File: src/rtl/seq_signed_div.sv
// Sequential signed divider: 2*DW-bit dividend / DW-bit divisor, radix-2 restoring on magnitudes,
// saturated DW-bit quotient. Define SEQ_DIV_ROUND_EN for round-to-nearest (ties away from zero).
//
// state | meaning
// IDLE  | waiting for start; operands captured on acceptance
// CALC  | one quotient bit per cycle, 2*DW cycles, MSB first
// SIGN  | apply rounding, sign and saturation; load result registers
// DONE  | done pulse; results held
module seq_signed_div #(
    parameter int DW = 16
) (
    input  logic              clk,
    input  logic              rst_n,
    input  logic              start,
    input  logic [2*DW-1:0]   dividend,
    input  logic [DW-1:0]     divisor,
    output logic              busy,
    output logic              done,
    output logic [DW-1:0]     quotient,
    output logic [DW-1:0]     remainder,
    output logic              overflow,
    output logic              div_by_zero
);

    localparam int CW = $clog2(2 * DW);

    localparam logic [DW-1:0]   Q_MAX      = {1'b0, {(DW-1){1'b1}}};
    localparam logic [DW-1:0]   Q_MIN      = {1'b1, {(DW-1){1'b0}}};
    localparam logic [2*DW:0]   QM_POS_LIM = {{(DW+2){1'b0}}, {(DW-1){1'b1}}};
    localparam logic [2*DW:0]   QM_NEG_LIM = {{(DW+1){1'b0}}, 1'b1, {(DW-1){1'b0}}};

    typedef enum logic [1:0] {
        S_IDLE,
        S_CALC,
        S_SIGN,
        S_DONE
    } state_t;

    state_t            state_q, state_d;
    logic [CW-1:0]     cnt_q, cnt_d;
    logic [2*DW-1:0]   dvd_q, dvd_d;
    logic [DW-1:0]     dvs_q, dvs_d;
    logic [DW:0]       pr_q, pr_d;
    logic              neg_quo_q, neg_quo_d;
    logic              neg_rem_q, neg_rem_d;
    logic              dz_q, dz_d;
    logic [DW-1:0]     dz_rem_q, dz_rem_d;
    logic              busy_q, busy_d;
    logic              done_q, done_d;
    logic [DW-1:0]     quotient_q, quotient_d;
    logic [DW-1:0]     remainder_q, remainder_d;
    logic              overflow_q, overflow_d;
    logic              dbz_q, dbz_d;

    logic [DW+1:0]     pr_shift;
    logic              trial_ge;
    logic [DW-1:0]     rm;
    logic [2*DW:0]     qm_fin;
    logic              qm_ovf;
    logic [DW-1:0]     q_mag;

    // The dividend register doubles as the quotient: dividend bits leave at the MSB
    // while quotient bits enter at the LSB.
    assign pr_shift = {pr_q, dvd_q[2*DW-1]};
    assign trial_ge = pr_shift >= {2'b00, dvs_q};
    assign rm       = pr_q[DW-1:0];

`ifdef SEQ_DIV_ROUND_EN
    logic round_up;
    assign round_up = {rm, 1'b0} >= {1'b0, dvs_q};
    assign qm_fin   = {1'b0, dvd_q} + {{(2*DW){1'b0}}, round_up};
`else
    assign qm_fin   = {1'b0, dvd_q};
`endif

    assign qm_ovf = neg_quo_q ? (qm_fin > QM_NEG_LIM) : (qm_fin > QM_POS_LIM);
    assign q_mag  = qm_fin[DW-1:0];

    always_comb begin
        state_d     = state_q;
        cnt_d       = cnt_q;
        dvd_d       = dvd_q;
        dvs_d       = dvs_q;
        pr_d        = pr_q;
        neg_quo_d   = neg_quo_q;
        neg_rem_d   = neg_rem_q;
        dz_d        = dz_q;
        dz_rem_d    = dz_rem_q;
        busy_d      = busy_q;
        done_d      = 1'b0;
        quotient_d  = quotient_q;
        remainder_d = remainder_q;
        overflow_d  = overflow_q;
        dbz_d       = dbz_q;

        unique case (state_q)
            S_IDLE: begin
                if (start) begin
                    state_d    = S_CALC;
                    busy_d     = 1'b1;
                    overflow_d = 1'b0;
                    dbz_d      = 1'b0;
                    neg_quo_d  = dividend[2*DW-1] ^ divisor[DW-1];
                    neg_rem_d  = dividend[2*DW-1];
                    dvd_d      = dividend[2*DW-1] ? -dividend : dividend;
                    dvs_d      = divisor[DW-1] ? -divisor : divisor;
                    dz_d       = (divisor == '0);
                    dz_rem_d   = dividend[DW-1:0];
                    pr_d       = '0;
                    cnt_d      = CW'(2 * DW - 1);
                end
            end
            S_CALC: begin
                dvd_d = {dvd_q[2*DW-2:0], trial_ge};
                pr_d  = trial_ge ? (DW+1)'(pr_shift - {2'b00, dvs_q}) : pr_shift[DW:0];
                cnt_d = cnt_q - CW'(1);
                if (cnt_q == '0) begin
                    state_d = S_SIGN;
                end
            end
            S_SIGN: begin
                state_d = S_DONE;
                busy_d  = 1'b0;
                done_d  = 1'b1;
                if (dz_q) begin
                    quotient_d  = neg_rem_q ? Q_MIN : Q_MAX;
                    remainder_d = dz_rem_q;
                    overflow_d  = 1'b0;
                    dbz_d       = 1'b1;
                end else begin
                    overflow_d  = qm_ovf;
                    dbz_d       = 1'b0;
                    if (qm_ovf) begin
                        quotient_d = neg_quo_q ? Q_MIN : Q_MAX;
                    end else begin
                        quotient_d = neg_quo_q ? -q_mag : q_mag;
                    end
                    remainder_d = neg_rem_q ? -rm : rm;
                end
            end
            S_DONE: begin
                state_d = S_IDLE;
            end
            default: begin
                state_d = S_IDLE;
            end
        endcase
    end

    always_ff @(posedge clk or negedge rst_n) begin
        if (!rst_n) begin
            state_q     <= S_IDLE;
            cnt_q       <= '0;
            dvd_q       <= '0;
            dvs_q       <= '0;
            pr_q        <= '0;
            neg_quo_q   <= 1'b0;
            neg_rem_q   <= 1'b0;
            dz_q        <= 1'b0;
            dz_rem_q    <= '0;
            busy_q      <= 1'b0;
            done_q      <= 1'b0;
            quotient_q  <= '0;
            remainder_q <= '0;
            overflow_q  <= 1'b0;
            dbz_q       <= 1'b0;
        end else begin
            state_q     <= state_d;
            cnt_q       <= cnt_d;
            dvd_q       <= dvd_d;
            dvs_q       <= dvs_d;
            pr_q        <= pr_d;
            neg_quo_q   <= neg_quo_d;
            neg_rem_q   <= neg_rem_d;
            dz_q        <= dz_d;
            dz_rem_q    <= dz_rem_d;
            busy_q      <= busy_d;
            done_q      <= done_d;
            quotient_q  <= quotient_d;
            remainder_q <= remainder_d;
            overflow_q  <= overflow_d;
            dbz_q       <= dbz_d;
        end
    end

    assign busy        = busy_q;
    assign done        = done_q;
    assign quotient    = quotient_q;
    assign remainder   = remainder_q;
    assign overflow    = overflow_q;
    assign div_by_zero = dbz_q;

endmodule

File: config.mk
export PLATFORM = sky130hd
export DESIGN_NAME = seq_signed_div
export DESIGN_NICKNAME = d
export VERILOG_FILES = /design/src/rtl/seq_signed_div.sv
export SDC_FILE = /design/constraint.sdc
export NUM_CORES = 1
export LEC_CHECK = 0
export CORE_MARGIN = 10
export CORE_UTILIZATION = 35
export CTS_CLUSTER_DIAMETER = 30
export CTS_CLUSTER_SIZE = 16
export DETAILED_ROUTE_END_ITERATION = 8
export PLACE_DENSITY = 0.51
export SETUP_SLACK_MARGIN = 0.2
export SLEW_MARGIN = 20
export SYNTH_ARGS = -nofsm -noshare
export SYNTH_HDL_FRONTEND = slang
export SYNTH_SLANG_ARGS = --single-unit
File: constraint.sdc
create_clock -name clk -period 4.06 [get_ports clk]
set_clock_uncertainty 0.1 [all_clocks]
set_input_delay 0.812 -clock clk [delete_from_list [all_inputs] [get_ports clk]]
set_output_delay 0.812 -clock clk [all_outputs]
set_load 0.05 [all_outputs]
==> flow_metrics.tcl <==
set metrics [dict create \
    synth_enable_flop_cells 0 \
    wire_per_inst_um 17.42 \
    clk_latency_ns 0.42 \
    timing.slew.headroom 0.3994 \
    drive_above_1_share 0.08841 \
    cp_max_fo 4 \
    die_h_um 171.6 \
    slew_violations 0 \
    syn-cell-area_um2 8043 \
    hold_ws_ns 0.3470 \
    worstRegToRegCells 13 \
    tightest_slew_ns 0.8948 \
    routed_wirelength_mm 22.72 \
    worst_hold_path_type "primary input to asynchronous set/reset pin" \
    yosysWarnings 0 \
    max_stage_delay_ns 0.59 \
    fin_tns_setup_ns 0 \
    layout_common_cells "132 x nand2_1, 127 x dfrtp_1, 107 x o21ai_0, 85 x clkdlybuf4s50_1, 64 x nor2_1" \
    synth-main-ff-cell "dfrtp_1" \
    grt_pass1_vias 6782 \
    end_kind "flip-flop" \
    htreeDepth 4 \
    post_cts_buffers 0 \
    hold_viol 0 \
    ctsLongestPathBuffers 2 \
    period_share 0.8855 \
    die_w_um 171.6 \
    cts_sinks 127 \
    synthToLayoutAreaGrowth_pct 21.53 \
    cts_root_buf "clkbuf_16" \
    rows 55 \
    syn-instance-count 939 \
    grt_max_degree 57 \
    start_util 0.3552 \
    antenna_found_initial 1 \
    finalSetupViolations 0 \
    clk_pin_slew_worst_paths_ns 0.06 \
    via_per_inst 5.272 \
    gr-total-overflow 0 \
    drtAntennaViolNets 0 \
    yosysSeqAreaShare 0.3951 \
    core-area_um2 22640 \
    vdd_drop_max_mv 0.3346 \
    min_period_ns 3.595 \
    cts_tree "done" \
    fin_nets 1083 \
    regToRegStartpoint "dvd_q[31]" \
    max_freq_mhz 278.2 \
    track_usage 0.1582 \
    vias 6875 \
    synth_seq_cells 127 \
    syn_nets 1016 \
    grt_pass1_wl_mm 36.94 \
    cp-start-kind "primary input" \
    synth-async-reset-ratio 1.000 \
    cp_slowest_cell "or4_4" \
    n_fill_cell 2277 \
    setup_slack_ns 0.4649 \
    ctsHoldBuffers 0 \
    final_util 0.4317 \
    portBuffers 86 \
    cts_buffers 17 \
    io_pins 87 \
    syn_avg_cell_area_um2 8.565 \
    multiInputGateArea_um2 4488 \
    leakage_nw 4.064 \
    drc_errors 0 \
    cp_top_family "simple AND/OR/NAND/NOR gates" \
    synthDistinctLibCells 59 \
    critical_path_class "primary input to flip-flop" \
    crit_chain "clkdlybuf4s50_1 > or4_4 > nand4b_1 > or3_1 > nor3_1 > nand2_1 > o31ai_1 > xor2_1 > o22ai_1" \
    crit_arrival_ns 3.79 \
    post-place-ws_ns 0.02801 \
    place_hpwl_mm 17.07 \
    cts-resized-gates 0 \
    gp_congestion 0.8350 \
    dieArea_um2 29440 \
    maxCapViolations 0 \
    r2r-end "pr_q[0]" \
    path_buf_inv 1 \
    firstDrtPassIters 5 \
    worstSetupPathDepth 9 \
    cp.required_ns 4.25 \
    r2r_slack_ns 0.54 \
    layout_commonest_cell "nand2_1" \
    regArea_um2 3178 \
    rsz0062_at_grt "false" \
    outcome "completed" \
    drtIter0Drc 520 \
    power_per_cell_area_nw_per_um2 898.5 \
]
==> Yosys cell counts, types with 10 or more instances <==
library cell / n / area, um^2
nand3_1: 12 / 60.06
xnor2_1: 19 / 166.4
o221ai_1: 10 / 87.58
inv_1: 46 / 172.7
clkbuf_1: 55 / 206.5
mux2_2: 29 / 326.6
dfrtp_1: 127 / 3178
ha_1: 25 / 312.8
o31ai_1: 26 / 195.2
xor2_1: 53 / 464.2
mux2i_1: 12 / 120.1
nor2_1: 64 / 240.2
nor3_1: 22 / 110.1
a21oi_1: 58 / 290.3
nor4_1: 11 / 68.82
nand2_1: 133 / 499.2
o21ai_0: 108 / 540.5
==> through the flow <==
step	total power, mW	instances	cell area (um^2)
floorplan	5.888	939	8043
global placement	7.281	1272	9204
detailed placement	7.314	1272	9204
CTS	8.847	1303	9772
global route	9.531	1303	9772
finish	8.783	1304	9774
==> routing by layer <==
metal	GRT usage	vias up	share of wire	wire length [um]
li1	-	3482	-	-
met1	0.2191	3241	0.50	11390
met2	0.2450	130	0.44	10040
met3	0.02796	22	0.043	966
met4	0.04802	0	0.014	322
met5	0	-	0	0
==> cell families after synthesis <==
kind of cell,synth area share
compound gates,0.2094
xor+xnor,0.07841
fa+ha+maj,0.04138
buf+inv,0.04854
flops,0.3951
mux,0.05554
simple gates,0.1716
==> worst max path at each step <==
stage | end | startpoint
finish | dvd_q[28] | dividend[7]
global route | dvd_q[28] | dividend[7]
floorplan | dvd_q[29] | dividend[6]
CTS | dvd_q[29] | dividend[7]
global placement | dvd_q[29] | dividend[7]
detailed placement | dvd_q[29] | dividend[7]
==> registers in the layout, indices dropped and copies added, names as in the netlist <==
register	cells
done	1
neg_rem_q	1
div_by_zero	1
dz_rem_q	16
remainder	16
quotient	16
neg_quo_q	1
dvs_q	16
dz_q	1
cnt_q	5
state_q	2
busy	1
pr_q	17
overflow	1
dvd_q	32
==> final cells by class <==
cell class / count / area share
Multi-Input combinational cell: 708 / 0.4592
Sequential cell: 127 / 0.3251
Timing Repair Buffer: 106 / 0.1032
Clock buffer: 25 / 0.04967
Tap cell: 285 / 0.03648
Inverter: 46 / 0.01767
Clock inverter: 6 / 0.008449
Antenna cell: 1 / 0.0002560
==> report_power, final <==
group | total, mW | leakage, nW | switching (mW) | internal [mW]
clock | 1.50 | 0.277 | 0.554 | 0.946
combinational | 4.79 | 2.26 | 2.93 | 1.86
sequential | 2.50 | 1.53 | 0.614 | 1.88
total | 8.78 | 4.06 | 4.10 | 4.68
==> worst reg2reg max path: cells and delay by family, from the launching register on <==
kind / cells / cell delay [ns]
adder cells (fa/ha/maj): 2 / 0.59
AO/OA/AOI/OAI: 7 / 1.58
flip-flops: 1 / 0.43
buffers and inverters: 3 / 0.59
AND/OR/NAND/NOR: 1 / 0.08
No activity file was read; power rests on OpenSTA's default activity.
